**config.mk**
```make
export PLATFORM = sky130hd
export DESIGN_NAME = uart_tx_arbiter
export DESIGN_NICKNAME = d
export VERILOG_FILES = /design/src/rtl/uart_arb_pkg.sv /design/src/rtl/uart_rr_pick.sv /design/src/rtl/uart_tx_arbiter.sv
export SDC_FILE = /design/constraint.sdc
export NUM_CORES = 1
export LEC_CHECK = 0
export BUFFER_PORTS_ARGS = -buffer_cell sky130_fd_sc_hd__buf_4
export CORE_AREA = 4 4 52 66
export DETAILED_ROUTE_END_ITERATION = 8
export DIE_AREA = 0 0 56 70
export GPL_TIMING_DRIVEN = 0
export PLACE_DENSITY = 0.88
export SLEW_MARGIN = 20
export SYNTH_ARGS = -nofsm -noshare
export SYNTH_HDL_FRONTEND = slang
export SYNTH_SLANG_ARGS = --single-unit
```
**constraint.sdc**
```tcl
create_clock -name clk -period 3.6 [get_ports clk]
set_input_delay 0.18 -clock clk [delete_from_list [all_inputs] [get_ports clk]]
set_output_delay 0.18 -clock clk [all_outputs]
set_load 0.01 [all_outputs]
```
**src/rtl/uart_arb_pkg.sv**
```systemverilog
// Shared types and sizing for the buart transmit arbiter.
package uart_arb_pkg;
    localparam int N_REQ_MAX  = 8;
    localparam int LOCK_CNT_W = 16;

    typedef enum logic [1:0] {
        ST_IDLE   = 2'd0,
        ST_SEND   = 2'd1,
        ST_SETTLE = 2'd2,
        ST_DRAIN  = 2'd3
    } arb_state_e;
endpackage

```
**src/rtl/uart_rr_pick.sv**
```systemverilog
// Combinational rotating-priority picker: first set request at or after ptr, wrapping.
module uart_rr_pick #(
    parameter int N = 4
) (
    input  logic [N-1:0]         req,
    input  logic [$clog2(N)-1:0] ptr,
    output logic [N-1:0]         grant,
    output logic [$clog2(N)-1:0] idx,
    output logic                 any
);
    localparam int IW = $clog2(N);

    always_comb begin
        int j;
        j     = 0;
        grant = '0;
        idx   = '0;
        any   = 1'b0;
        for (int i = 0; i < N; i++) begin
            j = int'(ptr) + i;
            if (j >= N) j = j - N;
            if (!any && req[j]) begin
                any      = 1'b1;
                grant[j] = 1'b1;
                idx      = IW'(j);
            end
        end
    end
endmodule

```
**src/rtl/uart_tx_arbiter.sv**
```systemverilog
// Round-robin sharing of one buart transmitter among N_REQ byte streams.
// Define UART_ARB_LOCK_EN to keep a requester's multi-byte message contiguous.
module uart_tx_arbiter
    import uart_arb_pkg::*;
#(
    parameter int          N_REQ        = 4,
    parameter logic [15:0] LOCK_TIMEOUT = 16'hFFFF
) (
    input  logic                     clk,
    input  logic                     reset,
    input  logic [N_REQ-1:0]         req_valid,
    input  logic [8*N_REQ-1:0]       req_data,
    input  logic [N_REQ-1:0]         req_last,
    output logic [N_REQ-1:0]         req_ready,
    output logic                     uart_wr,
    output logic [7:0]               uart_tx_data,
    input  logic                     uart_busy,
    output logic [$clog2(N_REQ)-1:0] grant_id,
    output logic                     active,
    output logic                     locked
);
    localparam int IW = $clog2(N_REQ);

    arb_state_e       state, state_nxt;
    logic [IW-1:0]    ptr;
    logic [N_REQ-1:0] elig, pick_grant;
    logic [IW-1:0]    pick_idx;
    logic             pick_any;
    logic             take;
    logic             ptr_hold;

    uart_rr_pick #(.N(N_REQ)) u_pick (
        .req   (elig),
        .ptr   (ptr),
        .grant (pick_grant),
        .idx   (pick_idx),
        .any   (pick_any)
    );

`ifdef UART_ARB_LOCK_EN
    logic [LOCK_CNT_W-1:0] lock_cnt;
    logic                  lock_q;

    // While locked only the last granted requester may win.
    always_comb elig = lock_q ? (req_valid & (N_REQ'(1) << grant_id)) : req_valid;
    assign ptr_hold = !req_last[pick_idx];
    assign locked   = lock_q;

    always_ff @(posedge clk) begin
        if (reset) begin
            lock_q   <= 1'b0;
            lock_cnt <= '0;
        end else if (take) begin
            lock_q   <= !req_last[pick_idx];
            lock_cnt <= '0;
        end else if (lock_q && state == ST_IDLE && !req_valid[grant_id]) begin
            if (lock_cnt + 16'd1 == LOCK_TIMEOUT) begin
                lock_q   <= 1'b0;
                lock_cnt <= '0;
            end else begin
                lock_cnt <= lock_cnt + 16'd1;
            end
        end
    end
`else
    logic unused_lock_cfg;
    assign unused_lock_cfg = ^{req_last, LOCK_TIMEOUT};
    assign elig     = req_valid;
    assign ptr_hold = 1'b0;
    assign locked   = 1'b0;
`endif

    assign take = (state == ST_IDLE) && !uart_busy && pick_any;

    always_comb begin
        req_ready = '0;
        if (take) req_ready = pick_grant;
    end

    // SETTLE covers the cycle before buart raises busy after a write.
    always_comb begin
        state_nxt = state;
        case (state)
            ST_IDLE:   if (take) state_nxt = ST_SEND;
            ST_SEND:   state_nxt = ST_SETTLE;
            ST_SETTLE: state_nxt = ST_DRAIN;
            ST_DRAIN:  if (!uart_busy) state_nxt = ST_IDLE;
            default:   state_nxt = ST_IDLE;
        endcase
    end

    always_ff @(posedge clk) begin
        if (reset) begin
            state        <= ST_IDLE;
            uart_tx_data <= 8'h00;
            grant_id     <= '0;
            ptr          <= '0;
        end else begin
            state <= state_nxt;
            if (take) begin
                uart_tx_data <= req_data[{pick_idx, 3'b000} +: 8];
                grant_id     <= pick_idx;
                if (!ptr_hold)
                    ptr <= (pick_idx == IW'(N_REQ - 1)) ? '0 : pick_idx + 1'b1;
            end
        end
    end

    assign uart_wr = (state == ST_SEND);
    assign active  = (state != ST_IDLE);
endmodule

```
**Word level (Yosys, flattened, before mapping)**

Index checks and enable logic that the tools add are counted.

- Flip-flop bits (word level): 14
- Input port bits: 43
- Output and inout bits: 17

- Shifts and indexed selects: 1
- Eq/ne operators: 6
- Reductions and logical operators: 16
- $add $sub $neg: 8
- $lt $le $gt $ge: 12
- Muxes and demuxes: 41
- Bitwise operators: 3

Operator list:

| operator | count |
|---|---|
| greater-or-equal comparator 32 x 1 -> 1 bit (second input constant) | 4 |
| less-than comparator 32 x 4 -> 1 bit (second input constant) | 4 |
| 2-to-1 mux 32 bit | 4 |
| greater-or-equal comparator 32 x 4 -> 1 bit (second input constant) | 3 |
| subtractor 32 x 4 -> 32 bit (second input constant) | 3 |
| variable part select 32 x 6 -> 8 bit | 1 |
| 2-to-1 mux 4 bit | 5 |
| 2-to-1 mux 1 bit | 16 |
| 2-to-1 mux 2 bit | 7 |
| bitwise OR 4 bit | 3 |
| logical AND 1 bit | 9 |
| binary-select mux 1 bit (select 2 bit) | 4 |
| demux 1 bit (select 2 bit) | 4 |
| case mux 2 bit (4 select lines) | 1 |
| adder 2 x 2 -> 3 bit (second input constant) | 2 |
| equality test 2 bit (second input constant) | 3 |
| logical NOT 1 bit | 4 |
| inequality test 2 bit (second input constant) | 2 |
| subtractor 2 x 3 -> 4 bit (second input constant) | 1 |
| adder 2 x 1 -> 3 bit (second input constant) | 1 |
| greater-or-equal comparator 2 x 3 -> 1 bit (second input constant) | 1 |
| adder 2 x 1 -> 2 bit (second input constant) | 1 |
| equality test 2 x 1 -> 1 bit (second input constant) | 1 |
| logical NOT 2 bit | 1 |
| 2 further kinds | 2 |

**Depth between registers and ports, before layout**

- Word-level depth: 18
- Mapped depth: 14
- Mapped depth without buffers: 11

**Cells and area by module**

Synthesis repeated with hierarchy kept, for this count alone.

- Cell total of the unflattened synthesis: 139
- Area total of the unflattened synthesis: 1306.3 um^2

By module, submodules not included:

| module | cells an instance | area each (um^2) | seq. area each (um^2) | instances |
|---|---|---|---|---|
| uart_tx_arbiter | 91 | 845.8 | 280.3 | 1 |
| uart_rr_pick | 48 | 460.4 | 0.0 | 1 |

**Least setup slack after synthesis**

Ideal clock, no wire load.

- Path kind: register -> register
- Start point: reg ptr[0]
- End point: reg ptr[0]
- Library setup time: 70 ps
- Required time: 3530 ps
- Arrival: 2979 ps
- Slack: 551 ps
- Cell stages (with the launch flop): 13
- Cell sequence: dfxtp_1 -> buf_6 -> inv_1 -> ha_1 -> mux4_2 -> nor2_1 -> o22a_1 -> buf_6 -> buf_8 -> inv_1 -> ha_1 -> or4_1 -> a21oi_1

- Cells in the longest elaborated chain, start to end: 17
- Elaborated cells on any way between the ends: 45
- Classes of those cells: add/sub (8); order compare (4); eq/ne (1); mux (25); reduce/logical (7)

RTL lines:

| item | RTL line | source |
|---|---|---|
| start: declaration | uart_tx_arbiter.sv:25 | `logic [IW-1:0] ptr;` |
| start signal: assignment | uart_tx_arbiter.sv:104 | `ptr <= (pick_idx == IW'(N_REQ - 1)) ? '0 : pick_idx + 1'b1;` |
| branches (longest 14 deep; another with subtractor 32 x 4 -> 32 bit) | - |  |
| 2-to-1 mux 2 bit * | uart_rr_pick.sv:22 | `if (!any && req[j]) begin` |
| named net pick_idx[0] | uart_tx_arbiter.sv:27 | `logic [IW-1:0] pick_idx;` |
| adder 2 x 1 -> 2 bit / equality test 2 bit (equally long branches) | uart_tx_arbiter.sv:104 |  |
| 2-to-1 mux 2 bit * | uart_tx_arbiter.sv:104 |  |

Mark *: on every way through the listed nets, which the timed path passes. The select of a mux whose other input is x is not followed.
A chain may end at the register's enable or synchronous reset.

**Final worst setup path**

Same ends and word-level chain as after synthesis.

==> results.md <==
- Outcome: completed
- Initial antenna violation count: 0
- Multiplexer area fraction after synthesis: 0.244
- RSZ-0062 raised after global routing: no
- Crit Path Category: flip-flop to flip-flop
- Arr. time, crit path: about 3500 ps
- RD Place Congestion: ~0.76
- Setup-failing EPs final: 0
- Share of layout cells above drive strength 1: 0.392
- Post-synth cell types: 39
- Crit. End Element: flip-flop
- Cell Pwr Density: around 810 mW/mm²
- Routed wire length: a little over 3000 µm
- Placeable Area: around 0.0029 mm²
- Leakage: 0.872 nW
- Final Non-Filler Cells: between 200 and 250
- Hold crit path type: input pin to flip-flop
- Vias: about 1300
- Slowest CP cell: mux4_2
- Cells after DPL: between 200 and 250
- Hold_ws: roughly 190 ps
- Root buf cell: clkbuf_4
- Avg Cell Area, Syn: approximately 9.5 µm²
- Yosys Warn Count: 0
- # resized after CTS: 0
- Clock sink count: 14
- Synth Cell Area: around 0.0013 mm²
- Worst path max stage delay: about 650 ps
- Worst-skew pair later-pin latency: about 280 ps
- Reg clk slew, reported paths: approximately 80 ps
- Worst path cell trace: buf_6, inv_1, ha_1, mux4_2, nor2_1, o22a_1, buf_6, buf_8, inv_1, ha_1, or4_1, a21oi_1
- Worst setup margin: 273 ps
- DP Worst Slack: about 270 ps
- Starting density of the core: 0.451
- Crit start category: flip-flop
- MaxCap Viol Count: 0
- Final Cycle Share: 0.924
- Total congestion overflow after global routing: 0
- Hpwl dp: between 2000 and 2500 µm
- CTS H-Tree Depth: 1
- Die area: between 0.003 and 0.004 mm²
- Row count: 22
- Fin. max-slew vios: 0
- WP buf/inv: 5
- Fmax: about 0.30 GHz
- I/O pins: 60
- Vias in the first global route: about 1300
- Routed len/inst: between 10 and 15 µm
- Endpoints failing hold: 0
- Clock Path Buffers: 2
- Critical path required time: around 3800 ps
- CP max FO: 10
- VDD IR max: 529 µV
- Combinational family with the most area after synthesis: multiplexers
- Post-route ant nets: 0
- EDFF count, synth: 0
- CTS tree: yes
- Final #Nets: ~250
- Mapped Cells: around 140
- Commonest non-fill, non-tap cells in the layout: buf_4 (57), mux2i_1 (21), nor2_1 (15)
- Register bit total from synthesis: 14
- Register area share after synthesis: 0.217
- Simple-gate share of the synthesized area: 0.187
- TritonCTS buffer count: 3
- Global-route wire length before repair: 5380 µm
- Die Y: about 70 µm
- Post-route DRC violation count: 0
- Setup Skew: around 1.2 ps
- P&R area growth vs syn: 37.8%
- Drt via density: between 5 and 6
- Commonest non-fill, non-tap cell in the layout: buf_4
- Post-CTS Setup Inserts: 0
- Die Wd: ~56 µm
- Post-Synth Adder-Cell Area: 0.0969
- Min Tclk post-route: between 3000 and 4000 ps
- # hold bufs at CTS: 0
- Fill cell total of the finished layout: approximately 270
- DRT iter0 DRCs: 23
- Post-Syn Nets: between 150 and 200
- Final TNS setup: 0 ps
- Primary FF master, synth: dfxtp_1
- Power, Total: around 1.4 mW
- Compound-Gate Fraction of Synth Area: 0.164
- Largest delay share family, worst path: buffers and inverters
- IO buf count: 54
- ANT cells: 0
- Largest net degree at the start of global routing: 11
- GRT Total Usage: 0.163
- Drt first pass iters: 4
- Ys async rst share: 0
- Xor/xnor share of the synthesized area: 0.00678
[registers in the layout, summed over array words and instances, names as in the netlist]
| name | flops |
|---|---|
| grant_id | 2 |
| ptr | 2 |
| state | 2 |
| uart_tx_data | 8 |
[where the power goes]
part           internal, mW  switching, mW  leakage, nW
Clock                0.0615         0.0495       0.0210
Combinational         0.532          0.526        0.736
Sequential            0.227         0.0526        0.115
Total                 0.820          0.628        0.872
[metal layers]
layer  routed length [µm]  part of all wire  track usage
met5                    0                 0            0
met4                   48             0.016       0.0501
met3                  340              0.11       0.0462
met2                 1460              0.48        0.296
met1                 1190              0.39        0.178
[kinds of logic (layout without fill, tap and decap cells)]
family,count (synthesis),count (layout)
xor+xnor,1,1
fa+ha+maj,10,10
compound gates,26,26
mux,26,26
simple gates,42,42
flops,14,14
buf+inv,16,74
other cells,1,1
[area by class of cell]
type	instances	area, µm²	share of cell area
plain buffers	9	80.1	0.0450
clock buffers	4	36.3	0.0204
inverters	7	26.3	0.0148
multi-input cells	106	906	0.509
flip-flops and latches	14	280	0.158
well taps	36	45.0	0.0253
repair buffers	54	405	0.228
[worst min-delay path: cells and delay by family]
kind                   cells  cell delay, ps
multiplexers               1              50
AO/OA/AOI/OAI              1             130
buffers and inverters      1              80
[cell usage after synthesis, drive strengths merged, types with 2 or more instances]
library cell	number	area, µm²
mux4	4	93.8
a22oi	5	42.5
buf	7	71.3
nand3b	10	75.1
mux2i	21	210
a21oi	3	15.0
a221oi	4	35.0
dfxtp	14	280
inv	7	26.3
nand2	5	21.3
nor3	3	20.0
nor2	17	73.8
clkbuf	2	7.51
nor2b	2	20.0
o221ai	8	70.1
ha	10	125
[worst paths after layout]
kind	from	end	slack (ps)	cells past startpoint
setup / recovery	ptr[0]$_SDFFE_PP0P_	ptr[0]$_SDFFE_PP0P_	270	12
hold / removal	req_data[24]	uart_tx_data[0]$_SDFFE_PP0P_	190	3
setup reg to reg	ptr[0]$_SDFFE_PP0P_	ptr[0]$_SDFFE_PP0P_	270	12
hold reg to reg	uart_tx_data[4]$_SDFFE_PP0P_	uart_tx_data[4]$_SDFFE_PP0P_	510	2
[stage by stage]
| stage | cell area [µm²] | utilization |
|---|---|---|
| after floorplan | 1290 | - |
| after global placement | 1740 | 0.608 |
| after detailed placement | 1740 | 0.608 |
| after CTS | 1780 | 0.621 |
| after global routing | 1780 | 0.622 |
| final | 1780 | 0.622 |
No activity file was read; power rests on OpenSTA's default activity.
